==> src/rtl/hack_cpu_mc_pkg.sv <==
// Shared types for the multi-cycle Hack core: FSM states, instruction field positions, jump decode.
package hack_cpu_mc_pkg;

  typedef enum logic [2:0] {
    S_FETCH,
    S_DECODE,
    S_MEM_RD,
    S_EXEC,
    S_MEM_WR,
    S_HALT
  } state_t;

  localparam int ABIT    = 12;
  localparam int COMP_HI = 11;
  localparam int COMP_LO = 6;
  localparam int DEST_A  = 5;
  localparam int DEST_D  = 4;
  localparam int DEST_M  = 3;
  localparam int JLT     = 2;
  localparam int JEQ     = 1;
  localparam int JGT     = 0;

  function automatic logic jump_taken(input logic [2:0] j, input logic zr, input logic ng);
    return (ng & j[2]) | (zr & j[1]) | (~ng & ~zr & j[0]);
  endfunction

endpackage

==> src/rtl/hack_cpu_mc_if.sv <==
// Instruction and data memory req/ack bus; req and its qualifiers stay stable until the ack cycle.
interface hack_cpu_mc_if #(
  parameter int DATA_W = 16,
  parameter int ADDR_W = DATA_W - 1
);
  logic              inst_req;
  logic [ADDR_W-1:0] inst_addr;
  logic              inst_ack;
  logic [DATA_W-1:0] inst;
  logic              data_req;
  logic              data_we;
  logic [ADDR_W-1:0] data_addr;
  logic [DATA_W-1:0] data_wdata;
  logic              data_ack;
  logic [DATA_W-1:0] data_rdata;

  modport master (
    output inst_req, inst_addr, data_req, data_we, data_addr, data_wdata,
    input  inst_ack, inst, data_ack, data_rdata
  );

  modport slave (
    input  inst_req, inst_addr, data_req, data_we, data_addr, data_wdata,
    output inst_ack, inst, data_ack, data_rdata
  );
endinterface

==> src/rtl/hack_cpu_mc_alu.sv <==
// Combinational Hack ALU: zero/negate each operand, add or AND, optionally negate the result.
module hack_alu #(
  parameter int DATA_W = 16
) (
  input  logic [DATA_W-1:0] x,
  input  logic [DATA_W-1:0] y,
  input  logic [5:0]        fn,
  output logic [DATA_W-1:0] out,
  output logic              zr,
  output logic              ng
);
  logic [DATA_W-1:0] xz, xn, yz, yn, f;

  always_comb begin
    xz  = fn[5] ? '0 : x;
    xn  = fn[4] ? ~xz : xz;
    yz  = fn[3] ? '0 : y;
    yn  = fn[2] ? ~yz : yz;
    f   = fn[1] ? (xn + yn) : (xn & yn);
    out = fn[0] ? ~f : f;
    zr  = (out == '0);
    ng  = out[DATA_W-1];
  end
endmodule

==> src/rtl/hack_cpu_mc.sv <==
// Multi-cycle Hack CPU: FETCH/DECODE/[MEM_RD]/EXEC/[MEM_WR]; A-inst 2 cycles, C-inst 3 (+1 per M access) plus wait states.
// Stalls indefinitely in any memory state until the matching ack; a taken jump to itself parks the core in HALT.
module hack_cpu_mc
  import hack_cpu_mc_pkg::*;
#(
  parameter int              DATA_W      = 16,
  parameter int              ADDR_W      = DATA_W - 1,
  parameter logic [ADDR_W-1:0] RESET_PC  = '0,
  parameter bit              HALT_DETECT = 1'b1
) (
  input  logic               clk,
  input  logic               reset,
  hack_cpu_mc_if.master      bus,
  output logic               retire,
  output logic               halted
);
  state_t            state, state_nxt;
  logic [ADDR_W-1:0] pc, pc_inc, target;
  logic [DATA_W-1:0] a_q, d_q, ir, m_q, res_q;
  logic              zr_q, ng_q;
  logic [DATA_W-1:0] alu_y, alu_out, res;
  logic              alu_zr, alu_ng, zr, ng;
  logic              is_c, commit, jump, self_loop;

  hack_alu #(.DATA_W(DATA_W)) u_alu (
    .x   (d_q),
    .y   (alu_y),
    .fn  (ir[COMP_HI:COMP_LO]),
    .out (alu_out),
    .zr  (alu_zr),
    .ng  (alu_ng)
  );

  // In MEM_WR the result was latched in EXEC; otherwise commit straight from the ALU.
  assign alu_y     = ir[ABIT] ? m_q : a_q;
  assign res       = (state == S_MEM_WR) ? res_q : alu_out;
  assign zr        = (state == S_MEM_WR) ? zr_q  : alu_zr;
  assign ng        = (state == S_MEM_WR) ? ng_q  : alu_ng;
  assign is_c      = ir[DATA_W-1];
  assign commit    = ((state == S_EXEC) && !ir[DEST_M]) || ((state == S_MEM_WR) && bus.data_ack);
  assign jump      = jump_taken(ir[JLT:JGT], zr, ng);
  assign target    = a_q[ADDR_W-1:0];
  assign pc_inc    = pc + ADDR_W'(1);
  assign self_loop = HALT_DETECT && jump && (target == pc);

  assign bus.inst_addr  = pc;
  assign bus.data_addr  = a_q[ADDR_W-1:0];
  assign bus.data_wdata = res_q;

  always_ff @(posedge clk) begin
    if (reset) state <= S_FETCH;
    else       state <= state_nxt;
  end

  always_comb begin
    state_nxt = state;
    case (state)
      S_FETCH:  if (bus.inst_ack) state_nxt = S_DECODE;
      S_DECODE: begin
        if (!is_c)         state_nxt = S_FETCH;
        else if (ir[ABIT]) state_nxt = S_MEM_RD;
        else               state_nxt = S_EXEC;
      end
      S_MEM_RD: if (bus.data_ack) state_nxt = S_EXEC;
      S_EXEC: begin
        if (ir[DEST_M])     state_nxt = S_MEM_WR;
        else if (self_loop) state_nxt = S_HALT;
        else                state_nxt = S_FETCH;
      end
      S_MEM_WR: if (bus.data_ack) state_nxt = self_loop ? S_HALT : S_FETCH;
      S_HALT:   state_nxt = S_HALT;
      default:  state_nxt = S_FETCH;
    endcase
  end

  always_comb begin
    bus.inst_req = 1'b0;
    bus.data_req = 1'b0;
    bus.data_we  = 1'b0;
    retire       = 1'b0;
    halted       = 1'b0;
    if (!reset) begin
      bus.inst_req = (state == S_FETCH);
      bus.data_req = (state == S_MEM_RD) || (state == S_MEM_WR);
      bus.data_we  = (state == S_MEM_WR);
      halted       = (state == S_HALT);
      retire       = commit || ((state == S_DECODE) && !is_c);
    end
  end

  always_ff @(posedge clk) begin
    if (reset) begin
      pc    <= RESET_PC;
      a_q   <= '0;
      d_q   <= '0;
      ir    <= '0;
      m_q   <= '0;
      res_q <= '0;
      zr_q  <= 1'b0;
      ng_q  <= 1'b0;
    end else begin
      case (state)
        S_FETCH:  if (bus.inst_ack) ir <= bus.inst;
        S_DECODE: if (!is_c) begin
          a_q <= {1'b0, ir[DATA_W-2:0]};
          pc  <= pc_inc;
        end
        S_MEM_RD: if (bus.data_ack) m_q <= bus.data_rdata;
        S_EXEC: begin
          res_q <= alu_out;
          zr_q  <= alu_zr;
          ng_q  <= alu_ng;
        end
        default: ;
      endcase
      // The jump target and M address above use A before this commit overwrites it.
      if (commit) begin
        if (ir[DEST_A]) a_q <= res;
        if (ir[DEST_D]) d_q <= res;
        if (!self_loop) pc <= jump ? target : pc_inc;
      end
    end
  end
endmodule
==> src/flat_wrapper.sv <==
// flat-port wrapper written by rule: the top's interface ports become plain ports
module hack_cpu_mc_flat import hack_cpu_mc_pkg::*;
#(
  parameter int              DATA_W      = 16,
  parameter int              ADDR_W      = DATA_W - 1,
  parameter logic [ADDR_W-1:0] RESET_PC  = '0,
  parameter bit              HALT_DETECT = 1'b1
)
  (clk, reset, retire, halted, bus_inst_req, bus_inst_addr, bus_data_req, bus_data_we, bus_data_addr, bus_data_wdata, bus_inst_ack, bus_inst, bus_data_ack, bus_data_rdata);
  hack_cpu_mc_if #(.DATA_W(DATA_W), .ADDR_W(ADDR_W)) bus_i ();
  input  logic clk;
  input  logic reset;
  output logic retire;
  output logic halted;
  output wire logic [$bits(bus_i.inst_req)-1:0] bus_inst_req;
  output wire logic [$bits(bus_i.inst_addr)-1:0] bus_inst_addr;
  output wire logic [$bits(bus_i.data_req)-1:0] bus_data_req;
  output wire logic [$bits(bus_i.data_we)-1:0] bus_data_we;
  output wire logic [$bits(bus_i.data_addr)-1:0] bus_data_addr;
  output wire logic [$bits(bus_i.data_wdata)-1:0] bus_data_wdata;
  input wire logic [$bits(bus_i.inst_ack)-1:0] bus_inst_ack;
  input wire logic [$bits(bus_i.inst)-1:0] bus_inst;
  input wire logic [$bits(bus_i.data_ack)-1:0] bus_data_ack;
  input wire logic [$bits(bus_i.data_rdata)-1:0] bus_data_rdata;
  assign bus_inst_req = bus_i.inst_req;
  assign bus_inst_addr = bus_i.inst_addr;
  assign bus_data_req = bus_i.data_req;
  assign bus_data_we = bus_i.data_we;
  assign bus_data_addr = bus_i.data_addr;
  assign bus_data_wdata = bus_i.data_wdata;
  assign bus_i.inst_ack = bus_inst_ack;
  assign bus_i.inst = bus_inst;
  assign bus_i.data_ack = bus_data_ack;
  assign bus_i.data_rdata = bus_data_rdata;
  hack_cpu_mc #(.DATA_W(DATA_W), .ADDR_W(ADDR_W), .RESET_PC(RESET_PC), .HALT_DETECT(HALT_DETECT)) u_core (.clk(clk), .reset(reset), .bus(bus_i), .retire(retire), .halted(halted));
endmodule
==> config.mk <==
export PLATFORM = sky130hd
export DESIGN_NAME = hack_cpu_mc_flat
export DESIGN_NICKNAME = d
export VERILOG_FILES = /design/src/rtl/hack_cpu_mc_pkg.sv /design/src/rtl/hack_cpu_mc_if.sv /design/src/rtl/hack_cpu_mc_alu.sv /design/src/rtl/hack_cpu_mc.sv /design/src/flat_wrapper.sv
export SDC_FILE = /design/constraint.sdc
export NUM_CORES = 1
export LEC_CHECK = 0
export CORE_MARGIN = 2
export CORE_UTILIZATION = 57
export DETAILED_ROUTE_END_ITERATION = 10
export PLACE_DENSITY = 0.86
export SETUP_SLACK_MARGIN = 0.5
export SLEW_MARGIN = 0
export SYNTH_ARGS = -nofsm -noshare
export SYNTH_HDL_FRONTEND = slang
export SYNTH_HIERARCHICAL = 1
export SYNTH_SLANG_ARGS = --single-unit
export TNS_END_PERCENT = 100
==> constraint.sdc <==
create_clock -name clk -period 6.9 [get_ports clk]
set_clock_uncertainty 0.1 [all_clocks]
set_input_delay 1.38 -clock clk [delete_from_list [all_inputs] [get_ports clk]]
set_output_delay 1.38 -clock clk [all_outputs]
set_load 0.005 [all_outputs]
Word-level counts from Yosys, hierarchy flattened:

Index checks and enable logic that the tools add are counted.

* output and inout bits: 51
* register bits: 100
* logic and storage cells: 79
* bits of input ports: 36

* $add $sub $neg: 2
* reduce and logical (&&, ||, !) cells: 15
* muxes and demuxes: 32
* bitwise operators: 12
* equality and inequality tests: 9

Operators by type and width (number)
* two-way mux 16 bit: 12
* two-way mux 15 bit: 5
* inverter 16 bit: 3
* two-way mux 3 bit: 6
* case mux 3 bit (6 select lines): 1
* adder 16 bit: 1
* bitwise AND 16 bit: 1
* logical NOT 16 bit: 1
* adder 15 x 1 -> 15 bit (second input constant): 1
* equality test 15 bit: 1
* two-way mux 1 bit: 8
* equality test 3 x 2 -> 1 bit (second input constant): 2
* equality test 3 bit (second input constant): 2
* != test 2 bit (second input constant): 3
* AND reduction 2 bit: 3
* bitwise AND 1 bit: 4
* logical AND 1 bit: 4
* equality test 3 x 1 -> 1 bit (second input constant): 1
* logical NOT 3 bit: 1
* logical OR 1 bit: 3
* AND reduction 3 bit: 1
* logical NOT 1 bit: 2
* inverter 1 bit: 2
* bitwise OR 1 bit: 2

Logic depth before layout (Yosys ltp):

* depth in word-level cells: 18
* gate-level depth with buffers: 22
* mapped depth without buffers: 19

By module:

Netlist, hierarchy kept.

By module, submodules not included
* hack_cpu_mc: instances 1, cells an instance 641, area each 5176.2 um2, sequential area each 2001.9 um2
* hack_alu: instances 1, cells an instance 267, area each 1906.8 um2, sequential area each 0.0 um2

Least setup slack after synthesis:

Ideal clock, no wire load.

* kind: flip-flop to flip-flop
* from: reg u_core.ir[8]
* to: reg u_core.pc[10], in the netlist u_core/bus.inst_addr[10]
* path slack: 1.382 ns
* stages on the path, launching flop included: 21
* required time: 6.712 ns
* clock period less this slack: 5.518 ns
* data arrival time: 5.330 ns
* path buffers: 3
* library setup time: 0.088 ns
* cell sequence: dfxtp_1 clkbuf_1 clkbuf_1 xnor2_1 ha_1 fa_1 a211oi_4 o2111a_1 a311o_1 o21ai_0 or4b_1 a221o_1 or4b_1 nor4_2 nor3b_1 mux2i_4 nand4b_4 a21oi_4 buf_6 nor2_1 a311oi_2

* longest elaborated chain between the ends: 14
* elaborated cells on any way between the ends: 21
* classes of those cells: 1 x add/sub; 8 x mux; 10 x bitwise; 2 x reduce/logical

Ends and longest elaborated chain
* start, declared: line hack_cpu_mc.sv:19 `logic [DATA_W-1:0] a_q, d_q, ir, m_q, res_q;`
* start signal, assigned: line hack_cpu_mc.sv:103 `S_FETCH: if (bus.inst_ack) ir <= bus.inst;`
* two-way mux 16 bit (*): line hack_cpu_mc_alu.sv:18 `yn = fn[2] ? ~yz : yz;`
* adder 16 bit or bitwise AND 16 bit (tied branches): line hack_cpu_mc_alu.sv:19 `f = fn[1] ? (xn + yn) : (xn & yn);`
* two-way mux 16 bit (*): line hack_cpu_mc_alu.sv:19
* inverter 16 bit: line hack_cpu_mc_alu.sv:20 `out = fn[0] ? ~f : f;`
* two-way mux 16 bit (*): line hack_cpu_mc_alu.sv:20
* logical NOT 16 bit (*): line hack_cpu_mc_alu.sv:21 `zr = (out == '0);`
* net u_core.alu_zr: line hack_cpu_mc.sv:22 `logic alu_zr, alu_ng, zr, ng;`
* two-way mux 1 bit (*): line hack_cpu_mc.sv:37 `assign zr = (state == S_MEM_WR) ? zr_q : alu_zr;`
* inverter 1 bit: line hack_cpu_mc_pkg.sv:24 `return (ng & j[2]) | (zr & j[1]) | (~ng & ~zr & j[0]);`
* bitwise AND 1 bit (2 in a row): line hack_cpu_mc_pkg.sv:24
* bitwise OR 1 bit (*): line hack_cpu_mc_pkg.sv:24
* two-way mux 15 bit or logical AND 1 bit (tied branches): line hack_cpu_mc.sv:120, hack_cpu_mc.sv:44
* two-way mux 15 bit (*): line hack_cpu_mc.sv:120 `if (!self_loop) pc <= jump ? target : pc_inc;`
* two-way mux 15 bit (*): line hack_cpu_mc.sv:117 `if (commit) begin`
* end signal, assigned: line hack_cpu_mc.sv:106 `pc <= pc_inc;`
* end signal, assigned: line hack_cpu_mc.sv:120
* end, declared: line hack_cpu_mc.sv:18 `logic [ADDR_W-1:0] pc, pc_inc, target;`

Mark *: on every way through the listed nets, which the timed path passes. The rest lies on a longest branch.
A chain may end at the register's enable or synchronous reset.

Final worst setup path:

* from: reg u_core.ir[12]
* to: reg u_core.pc[1], in the netlist u_core/bus.inst_addr[1]

* longest elaborated chain between the ends: 17
* elaborated cells on any way between the ends: 24
* classes of those cells: 1 x add/sub; 10 x mux; 11 x bitwise; 2 x reduce/logical

Ends and longest elaborated chain
* two-way mux 16 bit (*): line hack_cpu_mc.sv:35 `assign alu_y = ir[ABIT] ? m_q : a_q;`
* net u_core.alu_y[0]: line hack_cpu_mc.sv:21 `logic [DATA_W-1:0] alu_y, alu_out, res;`
* two-way mux 16 bit (*): line hack_cpu_mc_alu.sv:17 `yz = fn[3] ? '0 : y;`
* inverter 16 bit: line hack_cpu_mc_alu.sv:18
* two-way mux 16 bit (*): line hack_cpu_mc_alu.sv:18
* adder 16 bit or bitwise AND 16 bit (tied branches): line hack_cpu_mc_alu.sv:19
* two-way mux 16 bit (*): line hack_cpu_mc_alu.sv:19
* inverter 16 bit: line hack_cpu_mc_alu.sv:20
* (+2 left out)
* net u_core.alu_zr: line hack_cpu_mc.sv:22
* two-way mux 1 bit (*): line hack_cpu_mc.sv:37
* inverter 1 bit: line hack_cpu_mc_pkg.sv:24
* bitwise AND 1 bit (2 in a row): line hack_cpu_mc_pkg.sv:24
* bitwise OR 1 bit (*): line hack_cpu_mc_pkg.sv:24
* two-way mux 15 bit or logical AND 1 bit (tied branches): line hack_cpu_mc.sv:120, hack_cpu_mc.sv:44
* two-way mux 15 bit (*): line hack_cpu_mc.sv:120
* two-way mux 15 bit (*): line hack_cpu_mc.sv:117

Marks and branches as above.

==> results.yml <==
synth:
  netlist_area_um2: 7080
  seq_area_frac_synth_pct: 28.3
  syn_nets: 962
  synth_edf_count: 0
  async_flop_share_pct: 0
  synth.avg_cell_area_um2: 7.80
  yosys.cell_types.count: 84
  synthFlopType: "dfxtp_1"
  ys_ff_latch: 100
  ys_warn_count: 6
  syn_inst: 908
critical_path:
  critPathSlowestCell: "or4b_1"
  worstPathMaxFanout: 17
  cp-endpoint: "u_core/bus.inst_addr[1]"
  r2r_end: "u_core/bus.inst_addr[1]"
  crit_path_start: "u_core/ir[12]"
  r2r_slack_ns: 0.95
  path_class: "flop to flop"
  rr_worst_depth: 19
  crit_path_end_kind: "flop"
  cp_data_arrival_time_ns: 6.03
  worstPathCellList: "buf_4, mux2_2, nand2b_1, xnor2_1, ha_1, fa_1, a211oi_4, o2111a_1, a311o_1, o21ai_0, or4b_1, a221o_1, or4b_1, nor4_2, nor3b_1, mux2i_4, nand4b_4, a21oi_4, a311oi_1"
  start_kind: "flop"
  cpPeakStageDelay_ns: 0.53
  cp_common_cell: "or4b_1"
  required_ns: 6.98
  rr_startpoint: "u_core/ir[12]"
global_route:
  grt.total_usage_pct: 30.8
  antenna_found_initial: 0
  grt_pass1_vias: 6005
  met3_usage_pct: 6.33
  grt_pass1_wl_mm: 32.0
  grt_max_degree: 94
  use_met1_pct: 43.1
  grt_use_met2_pct: 48.4
  overflow: 0
  top_usage_layer: "met2"
cells_and_area:
  area_growth_pct: 15.2
  diodes: 0
  final_cell_mix: "nand2_1, dfxtp_1, clkdlybuf4s50_1, a21oi_1, xnor2_1"
  final_net_count: 997
  mostFrequentLayoutCell: "nand2_1"
  fin_area_um2: 8160
  drive_gt1_share_pct: 8.23
clocking:
  clockBufferDepth: 2
  cts_sinks: 100
  numCtsBuffers: 9
  cts_root_buf: "clkbuf_16"
  path_clk_slew_ns: 0.07
  cts_tree: "done"
  htreeDepth: 3
  clkLatencyLatePin_ns: 0.35
  cts_hold_buf: 0
route:
  wl_per_cell_um: 18.4
  routed_wl_mm: 20.5
  vias_per_cell: 6.17
  ant_nets: 0
  drt_iter0_markers: 983
  dr.pass1.iters: 5
  vias: 6890
  drc: 0
hold_path:
  min_path_type: "flop to flop"
placement:
  dpl_cell_area_um2: 7820
  dp_hpwl_mm: 14.5
  place_congestion: 0.923
  port_buffers: 86
power_and_ir_drop:
  power.density_nw_per_um2: 177
  p_leak_nw: 2.73
  ir_drop_mv: 0.116
sta:
  timing.slew.headroom_pct: 21.2
  final_hold_viol_count: 0
  tns_ns: 0
  slew_viol_final: 0
  period_needed_ns: 5.95
  fmax_mhz: 168
  worstMarginPinSlew_ns: 1.18
  fin_crit_sh_pct: 86.2
  setup_viol: 0
  rsz0062_at_grt: "false"
die:
  initial_utilization_pct: 58.7
  die_y_um: 115
  coreArea_um2: 12100
  dieArea_um2: 13300
  io_pins: 87
  rows: 40
  fp.dieW_um: 115
run:
  max_cap_violations: 0
outcome:
  status: "finished, final reports clean"
## Yosys cell counts, types with 15 or more instances
cell / count / share of area (%)
nor2_1: 50 / 2.6
a211oi_1: 36 / 3.8
ha_1: 17 / 3.0
xnor2_1: 66 / 8.2
nand2b_1: 40 / 3.5
mux2_2: 18 / 2.9
nand2_1: 184 / 9.8
nand3_1: 15 / 1.1
clkbuf_1: 34 / 1.8
buf_4: 17 / 1.8
nor3_1: 16 / 1.1
buf_2: 15 / 1.1
xor2_1: 23 / 2.8
mux2i_1: 21 / 3.0
dfxtp_1: 100 / 28
a21oi_1: 75 / 5.3
o21ai_0: 17 / 1.2
and3_1: 16 / 1.4
## area by class of cell
type | count | area (um^2)
multi-input combinational | 720 | 4640
fill | 956 | 3900
sequential | 100 | 2000
timing repair buffer | 100 | 963
clock buffer | 12 | 246
tap | 168 | 210
clock inverter | 4 | 56.3
inverter | 12 | 45.0
## power by group
part | internal (mW) | total [mW] | switching, mW
clock network | 0.295 | 0.519 | 0.224
registers | 0.590 | 0.616 | 0.0267
logic | 0.126 | 0.305 | 0.179
## cells by family after synthesis
kind of cell | after synthesis | synth area share [%]
compound gates | 190 | 18.1
xor+xnor | 89 | 11.0
simple gates | 382 | 26.6
flops | 100 | 28.3
fa+ha+maj | 18 | 3.29
mux | 40 | 6.15
buf+inv | 89 | 6.61
## worst min-delay path by stage
stage,startpoint,endpoint,slack (ns),depth (start not counted)
floorplan,u_core/m_q[0],u_core/m_q[0],0.33,2
global placement,u_core/m_q[15],u_core/m_q[15],0.34,2
detailed placement,u_core/m_q[4],u_core/m_q[4],0.35,2
CTS,u_core/m_q[3],u_core/m_q[3],0.36,2
global route,u_core/m_q[12],u_core/m_q[12],0.38,2
finish,u_core/ir[14],u_core/ir[14],0.36,2
## routing by layer
metal / part of all wire, % / vias to the layer above
li1: - / 3221
met1: 43 / 3183
met2: 45 / 429
met3: 9.7 / 57
met4: 2.8 / 0
met5: 0 / -
## critical path: cells and delay by family (launching register included)
kind / cells / cell delay, ns
muxes: 2 / 0.59
buffers and inverters: 1 / 0.25
AOI/OAI and AO/OA: 7 / 1.86
adders and majority gates: 2 / 0.74
xor gates and xnor gates: 1 / 0.07
and+or+nand+nor: 6 / 1.81
DFF: 1 / 0.34
## sequential cells by signal (all words and copies together), names as in the netlist
signal                 cells
u_core/a_q                16
u_core/bus.data_wdata     16
u_core/d_q                16
u_core/ir                 16
u_core/m_q                16
u_core/bus.inst_addr      15
u_core/state               3
u_core/ng_q                1
u_core/zr_q                1
## timing repair
item	CTS	global route
gates resized for setup	0	2
setup endpoints to repair	0	17
setup buffers	0	3
## through the flow
| stage | setup WS [ns] | power (mW) | hold WS (ns) | std cells | util (%) |
|---|---|---|---|---|---|
| after detailed placement | 0.804 | 0.920 | 0.347 | 1096 | 64.8 |
| after global routing | 0.609 | 1.49 | 0.383 | 1116 | 67.7 |
| after CTS | 0.674 | 1.43 | 0.357 | 1112 | 67.3 |
| final | 0.949 | 1.44 | 0.362 | 1116 | 67.7 |
| after global placement | 0.890 | 0.917 | 0.345 | 1096 | 64.8 |
| after floorplan | 1.38 | 0.834 | 0.333 | 908 | - |
No activity file was read; power rests on OpenSTA's default activity.
